==> src/rtl/hazard_forward_ctrl.sv <==
// Hazard and forwarding controller for a 5-stage RISC-V pipeline.
// Produces EX/ID forwarding selects, detects load-use and branch-dependency
// hazards, sequences multi-cycle mul/div occupancy of EX and arbitrates the
// stall/bubble/flush controls. It also keeps a saturating stall-cycle counter.
module hazard_forward_ctrl #(
  parameter int REG_AW     = 5,
  parameter int MULDIV_LAT = 4,
  parameter int CNT_W      = 16
) (
  input  logic              clk,
  input  logic              rst,
  input  logic [REG_AW-1:0] id_rs1,
  input  logic [REG_AW-1:0] id_rs2,
  input  logic              id_use_rs1,
  input  logic              id_use_rs2,
  input  logic              id_branch,
  input  logic              id_jalr,
  input  logic              id_redirect,
  input  logic [REG_AW-1:0] ex_rs1,
  input  logic [REG_AW-1:0] ex_rs2,
  input  logic [REG_AW-1:0] ex_rd,
  input  logic              ex_regwrite,
  input  logic              ex_memread,
  input  logic              ex_muldiv,
  input  logic [REG_AW-1:0] mem_rd,
  input  logic              mem_regwrite,
  input  logic              mem_memread,
  input  logic [REG_AW-1:0] wb_rd,
  input  logic              wb_regwrite,
  input  logic              mem_stall,
  input  logic              cnt_clr,
  output logic [1:0]        fwd_a,
  output logic [1:0]        fwd_b,
  output logic [1:0]        id_fwd_a,
  output logic [1:0]        id_fwd_b,
  output logic              stall_pc,
  output logic              stall_ifid,
  output logic              stall_idex,
  output logic              stall_exmem,
  output logic              stall_memwb,
  output logic              bubble_idex,
  output logic              bubble_exmem,
  output logic              flush_ifid,
  output logic              muldiv_busy,
  output logic [CNT_W-1:0]  stall_cnt
);

  // Down-counter is at least 3 bits wide, wider for long latencies.
  localparam int MCW     = ($clog2(MULDIV_LAT) > 3) ? $clog2(MULDIV_LAT) : 3;
  localparam int MD_LOAD = (MULDIV_LAT > 1) ? (MULDIV_LAT - 2) : 0;

  typedef enum logic [0:0] {
    S_IDLE = 1'b0,
    S_BUSY = 1'b1
  } md_state_e;

  md_state_e        state_q, state_d;
  logic [MCW-1:0]   cnt_q, cnt_d;
  logic [CNT_W-1:0] stall_cnt_q, stall_cnt_d;

  logic md_hold_s;
  logic busy_s;
  logic load_use_s;
  logic br_haz_s;
  logic need_rs1_s;
  logic need_rs2_s;

  // Producer rd feeds consumer rs when it writes a non-zero register.
  function automatic logic rmatch(input logic [REG_AW-1:0] rd,
                                  input logic [REG_AW-1:0] rs,
                                  input logic              we);
    return we && (rd != {REG_AW{1'b0}}) && (rd == rs);
  endfunction

  // EX operand select: EX/MEM result wins over MEM/WB result.
  function automatic logic [1:0] ex_sel(input logic [REG_AW-1:0] rs);
    if (rmatch(mem_rd, rs, mem_regwrite)) begin
      return 2'b10;
    end else if (rmatch(wb_rd, rs, wb_regwrite)) begin
      return 2'b01;
    end else begin
      return 2'b00;
    end
  endfunction

  // ID compare select: a load in MEM has no data yet, so it never forwards.
  function automatic logic [1:0] id_sel(input logic [REG_AW-1:0] rs,
                                        input logic              need);
    if (need && rmatch(mem_rd, rs, mem_regwrite) && !mem_memread) begin
      return 2'b10;
    end else if (need && rmatch(wb_rd, rs, wb_regwrite)) begin
      return 2'b01;
    end else begin
      return 2'b00;
    end
  endfunction

  // Forwarding selects for the EX operands and the ID branch/jalr compare.
  always_comb begin
    need_rs1_s = id_branch || id_jalr;
    need_rs2_s = id_branch;
    fwd_a      = ex_sel(ex_rs1);
    fwd_b      = ex_sel(ex_rs2);
    id_fwd_a   = id_sel(id_rs1, need_rs1_s);
    id_fwd_b   = id_sel(id_rs2, need_rs2_s);
  end

  // Load-use and branch-dependency hazard detection.
  always_comb begin
    load_use_s = ex_memread && ex_regwrite && (ex_rd != {REG_AW{1'b0}}) &&
                 ((id_use_rs1 && (ex_rd == id_rs1)) ||
                  (id_use_rs2 && (ex_rd == id_rs2)));
    br_haz_s   = (need_rs1_s && (rmatch(ex_rd, id_rs1, ex_regwrite) ||
                                 rmatch(mem_rd, id_rs1, mem_regwrite && mem_memread))) ||
                 (need_rs2_s && (rmatch(ex_rd, id_rs2, ex_regwrite) ||
                                 rmatch(mem_rd, id_rs2, mem_regwrite && mem_memread)));
  end

  // Mul/div FSM state and occupancy counter register.
  always_ff @(posedge clk or posedge rst) begin
    if (rst) begin
      state_q <= S_IDLE;
      cnt_q   <= {MCW{1'b0}};
    end else begin
      state_q <= state_d;
      cnt_q   <= cnt_d;
    end
  end

  // Mul/div next state; a memory stall freezes the sequence.
  always_comb begin
    state_d = state_q;
    cnt_d   = cnt_q;
    if (mem_stall) begin
      state_d = state_q;
      cnt_d   = cnt_q;
    end else begin
      case (state_q)
        S_IDLE: begin
          if (ex_muldiv && (MULDIV_LAT > 1)) begin
            state_d = S_BUSY;
            cnt_d   = MCW'(MD_LOAD);
          end else begin
            state_d = S_IDLE;
          end
        end
        S_BUSY: begin
          if (cnt_q != {MCW{1'b0}}) begin
            cnt_d = cnt_q - MCW'(1);
          end else begin
            state_d = S_IDLE;
          end
        end
        default: begin
          state_d = S_IDLE;
          cnt_d   = {MCW{1'b0}};
        end
      endcase
    end
  end

  // Mul/div outputs: busy marks the BUSY cycles that still hold EX.
  always_comb begin
    md_hold_s = 1'b0;
    busy_s    = 1'b0;
    case (state_q)
      S_IDLE: begin
        md_hold_s = ex_muldiv && (MULDIV_LAT > 1);
        busy_s    = 1'b0;
      end
      S_BUSY: begin
        md_hold_s = (cnt_q != {MCW{1'b0}});
        busy_s    = (cnt_q != {MCW{1'b0}});
      end
      default: begin
        md_hold_s = 1'b0;
        busy_s    = 1'b0;
      end
    endcase
    muldiv_busy = busy_s;
  end

  // Pipeline control arbitration; a redirect only acts when nothing stalls.
  always_comb begin
    stall_pc     = 1'b0;
    stall_ifid   = 1'b0;
    stall_idex   = 1'b0;
    stall_exmem  = 1'b0;
    stall_memwb  = 1'b0;
    bubble_idex  = 1'b0;
    bubble_exmem = 1'b0;
    flush_ifid   = 1'b0;
    if (mem_stall) begin
      stall_pc    = 1'b1;
      stall_ifid  = 1'b1;
      stall_idex  = 1'b1;
      stall_exmem = 1'b1;
      stall_memwb = 1'b1;
    end else if (md_hold_s) begin
      stall_pc     = 1'b1;
      stall_ifid   = 1'b1;
      stall_idex   = 1'b1;
      bubble_exmem = 1'b1;
    end else if (load_use_s || br_haz_s) begin
      stall_pc    = 1'b1;
      stall_ifid  = 1'b1;
      bubble_idex = 1'b1;
    end else if (id_redirect) begin
      flush_ifid = 1'b1;
    end else begin
      flush_ifid = 1'b0;
    end
  end

  // Stall counter next value: clear wins, then saturating increment.
  always_comb begin
    stall_cnt_d = stall_cnt_q;
    if (cnt_clr) begin
      stall_cnt_d = {CNT_W{1'b0}};
    end else if (!mem_stall && (md_hold_s || load_use_s || br_haz_s) &&
                 (stall_cnt_q != {CNT_W{1'b1}})) begin
      stall_cnt_d = stall_cnt_q + {{(CNT_W-1){1'b0}}, 1'b1};
    end else begin
      stall_cnt_d = stall_cnt_q;
    end
  end

  // Stall counter register.
  always_ff @(posedge clk or posedge rst) begin
    if (rst) begin
      stall_cnt_q <= {CNT_W{1'b0}};
    end else begin
      stall_cnt_q <= stall_cnt_d;
    end
  end

  assign stall_cnt = stall_cnt_q;

endmodule

==> config.mk <==
export PLATFORM = sky130hd
export DESIGN_NAME = hazard_forward_ctrl
export DESIGN_NICKNAME = d
export VERILOG_FILES = /design/src/rtl/hazard_forward_ctrl.sv
export SDC_FILE = /design/constraint.sdc
export NUM_CORES = 1
export LEC_CHECK = 0
export BUFFER_PORTS_ARGS = -buffer_cell sky130_fd_sc_hd__buf_2
export CELL_PAD_IN_SITES_DETAIL_PLACEMENT = 1
export CELL_PAD_IN_SITES_GLOBAL_PLACEMENT = 2
export CORE_MARGIN = 2
export CORE_UTILIZATION = 28
export DETAILED_ROUTE_END_ITERATION = 7
export PLACE_DENSITY = 0.94
export SYNTH_ARGS = -nofsm -noshare
export SYNTH_HDL_FRONTEND = slang
export SYNTH_SLANG_ARGS = --single-unit
export TNS_END_PERCENT = 100
==> constraint.sdc <==
create_clock -name clk -period 5.34 [get_ports clk]
set_clock_uncertainty 0.15 [all_clocks]
set_input_delay 1.068 -clock clk [delete_from_list [all_inputs] [get_ports clk]]
set_output_delay 1.068 -clock clk [all_outputs]
set_load 0.03 [all_outputs]
# Yosys cells after proc, flatten, opt, wreduce, memory -nomap -nowiden
# Index checks and enable logic that the tools add are counted.
dict set report classes {
  addsub 2
  eq_ne 13
  muxes 31
  bitwise_logic 2
  reduce_logical 48
}
# cell count
set ops {}
lappend ops {{== test 5 bit} 10}
lappend ops {{logical AND 1 bit} 32}
lappend ops {{2-to-1 mux 16 bit} 2}
lappend ops {{2-to-1 mux 1 bit} 19}
lappend ops {{adder 16 x 1 -> 16 bit, second input constant} 1}
lappend ops {{!= test 16 bit, second input constant} 1}
lappend ops {{nonzero test 5 bit} 3}
lappend ops {{logical OR 1 bit} 8}
lappend ops {{2-to-1 mux 2 bit} 4}
lappend ops {{2-to-1 mux 3 bit} 2}
lappend ops {{case mux 1 bit (2 select lines)} 3}
lappend ops {{case mux 3 bit (2 select lines)} 1}
lappend ops {{AND reduction 3 bit} 1}
lappend ops {{nonzero test 3 bit} 1}
lappend ops {{subtractor 3 x 1 -> 3 bit, second input constant} 1}
lappend ops {{logical NOT 1 bit} 2}
lappend ops {{!= test 2 x 1 -> 1 bit, second input constant} 1}
lappend ops {{!= test 2 bit, second input constant} 1}
lappend ops {{inverter 1 bit} 2}
lappend ops {{nonzero test 2 bit} 1}
dict set report word_totals {
  regBits 20
  output_inout_bits 33
  word_cells 99
}

# Longest topological paths before layout
# Gate-level depths: netlist of the first run.
dict set report logic_depth {
  depth_word 11
  ltp_mapped 9
  mapped_depth_nobuf 8
}

# Least setup slack after synthesis of the first run
# Ideal clock, no wire load.
dict set report synth_timing {
  path_type {input-to-output}
  start {in mem_rd[4]}
  end {out fwd_a[0]}
  arrival_ns 3.126
  path_slack_ns 0.996
  cell_stages 5
  n_path_buf 1
  cell_sequence {buf_2 > or4_4 > o21ai_4 > nor4_1 > nor4_1}
}
dict set report synth_via {
  elab_chain_len 4
}
# element line_no
set synth_rtl {}
lappend synth_rtl {{from (decl)} 25} ;# input logic [REG_AW-1:0] mem_rd,
lappend synth_rtl {{nonzero test 5 bit} 72} ;# return we && (rd != {REG_AW{1'b0}}) && (rd == rs);
lappend synth_rtl {{logical AND 1 bit} 72}
lappend synth_rtl {{logical AND 1 bit (*)} 72}
lappend synth_rtl {{2-to-1 mux 2 bit (*)} 77} ;# if (rmatch(mem_rd, rs, mem_regwrite)) begin
lappend synth_rtl {{to (decl)} 32} ;# output logic [1:0] fwd_a,
# Mark *: on every way between the ends. The rest lies on a longest branch, timed or not.

# Worst setup path after layout of the first run
dict set report layout_timing {
  start {in mem_rd[1]}
  end {out flush_ifid}
}
dict set report layout_via {
  elab_chain_len 10
}
# element line_no
set layout_rtl {}
lappend layout_rtl {{nonzero test 5 bit} 72}
lappend layout_rtl {{logical AND 1 bit (2 in a row)} 72}
lappend layout_rtl {{logical OR 1 bit, on equally long branches} {113, 115}}
lappend layout_rtl {{logical AND 1 bit, on equally long branches} {113, 115}}
lappend layout_rtl {{logical OR 1 bit (*)} 114} ;# rmatch(mem_rd, id_rs1, mem_regwrite && mem_memread))) ||
lappend layout_rtl {{logical OR 1 bit (*)} 204} ;# end else if (load_use_s || br_haz_s) begin
lappend layout_rtl {{2-to-1 mux 1 bit (*)} 204}
lappend layout_rtl {{2-to-1 mux 1 bit (*)} 199} ;# end else if (md_hold_s) begin
lappend layout_rtl {{2-to-1 mux 1 bit (*)} 193} ;# if (mem_stall) begin
lappend layout_rtl {{to (decl)} 43} ;# output logic flush_ifid,
# Marked as above.

==> qor.yml, run 1 <==
outcome: "complete, no violations"
synth_warnings: 0
hold_class: "reg2reg"
wl_per_cell_microns: 15.1
max_cap_viol_count: 0
p_leak_uw: 0.00109
synth-seq-cells: 20
synth.avg_cell_area_sq_um: 8.22
cp_slowest_stage_delay_ps: 550
syn_inst: 232
cts_buffers: 3
drcViolationCount: 0
fp.coreArea_sq_mm: 0.00668
wl_microns: 5790
grt_max_degree: 29
multiInputGateArea_sq_mm: 0.00128
yosysSeqAreaShare: 0.262
die_y_microns: 86.6
peakVddDrop_v: 0.0000909
utilization: 0.357
vias: 1967
worstSetupPathType: "in2out"
clockBufferDepth: 2
pin_count: 83
place_hpwl_microns: 4730
path_cells: "buf_2 -> or4_4 -> o21ai_4 -> nor2_1 -> o21a_1 -> nor3_1 -> and3_1 -> buf_2"
synthFlopType: "dfrtp_1"
yosysTopAreaCell: "dfrtp_1"
drt_iter0_markers: 54
relSlewSlack: 0.451
track_usage: 0.156
synth.distinct_cells: 38
initial_utilization: 0.286
arrival_ps: 2860
die_w_microns: 86.6
holdBufCountCts: 0
hold_violations: 0
layout-drive-gt1-share: 0.298
placementRows: 30
ys_top_cells_by_count: "xor2_1 (32), dfrtp_1 (20), xnor2_1 (18)"
fin_crit_sh: 0.765
cts_sinks: 20
grt_pass1_vias: 1997
yosysMostFrequentCell: "xor2_1"
gp_congestion: 0.863
syn_to_final_growth_pct: 25.2
antenna_found_initial: 0
fill_cells: 836
syn_nets: 285
final_nets: 356
antennaDiodeCount: 0
power_uw: 605
portBuffers: 82
antenna_left: 0
cp-end-kind: "output port"
netlist_area_sq_mm: 0.00191
critPathMaxFanout: 5
cts_tree: "done"
via_per_inst: 5.15
synthTopCellsByArea: "dfrtp_1 (26%), xor2_1 (15%), xnor2_1 (8.3%), a21oi_1 (4.2%), or4_1 (3.9%)"
clk_pin_slew_ps: 80
setup-tns-final_ps: 0
fmax_mhz: 245
post_cts_resized: 0
maxSlewViolCount: 0
grt_pass1_wl_microns: 9440
critical_path.startpoint_type: "primary input"
cts_setup_buffers: 0
p_per_area_mw_per_mm2: 253
h-tree-depth: 1
synth_edf_count: 0
rsz0062_at_grt: "false"
clk_latency_ps: 270
async_reset_ff_frac: 1.00
drtPass1Iterations: 4
finalSetupViolCount: 0
clock-root-buffer: "clkbuf_8"
crit_required_ps: 4120
yosysTopAreaCellShare: 0.262
crit_top_cell: "buf_2"
tightest_slew_ps: 822
dieArea_sq_mm: 0.00749
fin_crit_ps: 4080
cpMaxStageDelayCell: "or4_4"
gr-total-overflow: 0
seq_area_sq_um: 500
## worst max-delay path: cells and delay by family
family | cells | cell delay [ps]
simple gates | 4 | 1120
buf+inv | 2 | 330
compound gates | 2 | 340
## area by class of cell
| type | instances | area share |
|---|---|---|
| Timing Repair Buffer | 83 | 0.175 |
| Inverter | 8 | 0.0126 |
| Multi-Input combinational cell | 187 | 0.538 |
| Sequential cell | 20 | 0.210 |
| Clock buffer | 4 | 0.0230 |
| Tap cell | 80 | 0.0419 |
## kinds of logic after synthesis
| logic type | after synthesis | synth area share |
|---|---|---|
| xor+xnor | 50 | 0.230 |
| mux | 3 | 0.0170 |
| flops | 20 | 0.262 |
| buf+inv | 25 | 0.0643 |
| fa+ha+maj | 3 | 0.0197 |
| simple gates | 93 | 0.289 |
| compound gates | 38 | 0.119 |
## per-stage QoR
step	cell area [sq um]	worst slack [ps]	hold slack, ps	instances
after floorplan	1910	996	301	232
after global routing	2390	1040	367	382
after detailed placement	2330	1210	336	378
final	2390	1260	347	382
after global placement	2330	1260	325	378
after CTS	2390	1220	349	382
## state kept, by name, indices dropped and copies added (netlist names)
name and cells:
cnt_q 3, stall_cnt 16, state_q 1
## final timing paths
check	end	slack, ps	start	cells after the start
max	flush_ifid	1260	mem_rd[1]	8
min	cnt_q[0]	350	cnt_q[0]	1
max reg2reg	stall_cnt[6]	2850	stall_cnt[2]	7
min reg2reg	cnt_q[0]	350	cnt_q[0]	1
max in group asynchronous	stall_cnt[7]	3730	rst	2
min in group asynchronous	stall_cnt[5]	800	rst	2
## power by group
part | internal, uW | total [uW] | switching [uW]
registers | 171 | 183 | 12.0
logic | 103 | 301 | 198
clock network | 65.8 | 121 | 54.8
total | 340 | 605 | 265
## metal layers
layer  track usage  part of all wire
met5             0                 0
met4        0.0412             0.011
met3        0.0219             0.052
met2         0.275              0.49
met1         0.201              0.44
## cell usage in the layout, fill, tap and decap left out
master and n:
xor2_1 32, nand2_1 9, mux2_1 2, nor3b_1 4
a21oi_1 16, o22ai_1 1, o21ai_0 3, nand3_1 11
o21ai_1 8, o31ai_1 5, inv_1 8, and2_1 1
nor4_4 1, buf_4 1, nand2b_1 2, mux2i_1 1
buf_2 82, clkbuf_8 4, o21a_1 2, o21ai_4 1
nand4_1 11, ha_1 3, a21o_1 1, or4_1 10
and3_1 4, dfrtp_1 20, o22a_1 1, or4_4 1
nand4b_1 1, nor4_1 5, and4_1 2, nor3_1 6
xnor2_1 18, nor2b_1 3, nor2_1 13, or3_1 9
Power figures use the tool's default switching activity.
==> inputs of run 2 (changes only) <==
Settings changed: CORE_UTILIZATION 28 to 26, PLACE_DENSITY 0.94 to 0.89.
Clock period 5.34 ns to 4 ns, I/O delays scaled along.
==> qor.yml, run 2 (synthesis gave the netlist of run 1 again) <==
place_hpwl_microns: 4680  # -1.0%
holdBufCountCts: 0  # unchanged
largest_register_ffs: 16  # unchanged
r2r_cells: 7  # unchanged
r2r_start: "stall_cnt[2]"
cts_setup_buffers: 0  # unchanged
fin_crit_sh: 0.891
finalSetupViolCount: 0  # unchanged
drt_iter0_markers: 60  # +11%
wl_per_cell_microns: 14.3  # -5.7%
worst_slack_ps: 437  # -820 ps
via_per_inst: 4.94  # -4.2%
post_cts_resized: 0  # unchanged
hold_class: "reg2reg"
die_w_microns: 89.7  # +3.6%
die_y_microns: 89.7  # +3.6%
fin_crit_ps: 3560
startpoint: "mem_rd[1]"
p_per_area_mw_per_mm2: 326  # +29%
p_leak_uw: 0.00108  # -0.66%
maxSlewViolCount: 0  # unchanged
tightest_slew_ps: 806  # -15.7 ps
grt_pass1_wl_microns: 9150  # -3.1%
cts_sinks: 20  # unchanged
dp_worst_setup_slack_ps: 394  # -818 ps
final_common_cell: "buf_2"
setup-tns-final_ps: 0  # unchanged
clk_pin_slew_ps: 70  # about the same
antennaDiodeCount: 0  # unchanged
worstSetupPathType: "in2out"
gp_congestion: 0.840  # -2.7%
rsz0062_at_grt: "false"
dpl-instance-area_sq_mm: 0.00236  # +1.0%
r2r_setup_slack_ps: 1600  # -1250 ps
layout-drive-gt1-share: 0.296  # -0.00233
syn_to_final_growth_pct: 25.7
clk_latency_ps: 260  # about the same
h-tree-depth: 1  # unchanged
grt_pass1_vias: 1933  # -3.2%
placementRows: 31  # +3.3%
final_nets: 356  # unchanged
clock-root-buffer: "clkbuf_8"
min_path_cells: 1  # unchanged
peakVddDrop_v: 0.000130  # +43%
arrival_ps: 2610  # -250 ps
relSlewSlack: 0.462  # +0.0104
r2r_end: "stall_cnt[8]"
critical_path.startpoint_type: "primary input"
pin_count: 83  # unchanged
outcome: "complete, no violations"
antenna_left: 0  # unchanged
dieArea_sq_mm: 0.00804  # +7.3%
antenna_found_initial: 0  # unchanged
vias: 1974  # +0.36%
crit_end: "flush_ifid"
portBuffers: 82  # unchanged
drtPass1Iterations: 4  # unchanged
track_usage: 0.145  # -0.0118
initial_utilization: 0.266  # -0.0197
cp-end-kind: "output port"
gr-total-overflow: 0  # unchanged
max_cap_viol_count: 0  # unchanged
fp.coreArea_sq_mm: 0.00718  # +7.4%
drcViolationCount: 0  # unchanged
critPathMaxFanout: 5  # unchanged
layout_common_cells: "buf_2 (82), xor2_1 (32), dfrtp_1 (20)"
cts_buffers: 3  # unchanged
fmax_mhz: 281
wl_microns: 5710  # -1.2%
grt_max_degree: 29  # unchanged
crit_required_ps: 3050  # -1070 ps
fin_area_sq_mm: 0.00240  # +0.42%
cts_tree: "done"
hold_violations: 0  # unchanged
clockBufferDepth: 2  # unchanged
==> run 2: cell count changes in the layout (fill, tap and decap cells not counted) <==
cell	delta
clkbuf_8	-1
==> run 2: per-stage QoR <==
step / hold slack, ps / util / instances / power (uW)
3_3_place_gp: 320 / 0.329 / 397 / 646
5_1_grt: 369 / 0.334 / 400 / 848
2_1_floorplan: 301 / - / 232 / 545
3_5_place_dp: 336 / 0.329 / 397 / 658
4_1_cts: 351 / 0.334 / 400 / 797
6_report: 340 / 0.334 / 400 / 782
==> run 2: cell type report <==
cell class,count,area [sq um]
multi-input combinational,187,1280
fill,894,4780
clock buffer,3,41.3
timing repair buffer,83,418
sequential,20,500
inverter,8,30.0
tap,99,124
==> run 2: critical path, cell delays in order <==
cell and delay (ps):
buf_2 150, or4_4 550, o21ai_4 190, nor2_1 60, o21a_1 140, nor3_1 330
and3_1 210, buf_2 190
==> run 2: report_power, final <==
| group | leakage, uW | internal, uW | switching [uW] | total [uW] |
|---|---|---|---|---|
| registers | 0.000269 | 228 | 15.8 | 244 |
| clock network | 0.0000216 | 67.2 | 67.5 | 135 |
| logic | 0.000792 | 138 | 265 | 403 |
| total | 0.00108 | 433 | 349 | 782 |
==> run 2: routing by layer <==
layer | part of all wire | up-vias | global-route usage
li1 | - | 965 | -
met1 | 0.43 | 946 | 0.186
met2 | 0.51 | 59 | 0.254
met3 | 0.049 | 4 | 0.0155
met4 | 0.010 | 0 | 0.0434
met5 | 0 | - | 0
==> run 2: worst min path at each step <==
| stage | start | to | slack (ps) |
|---|---|---|---|
| floorplan | cnt_q[0] | cnt_q[0] | 300 |
| global placement | cnt_q[1] | cnt_q[1] | 320 |
| detailed placement | cnt_q[1] | cnt_q[1] | 340 |
| CTS | cnt_q[0] | cnt_q[0] | 350 |
| global route | cnt_q[1] | cnt_q[1] | 370 |
| finish | cnt_q[0] | cnt_q[0] | 340 |
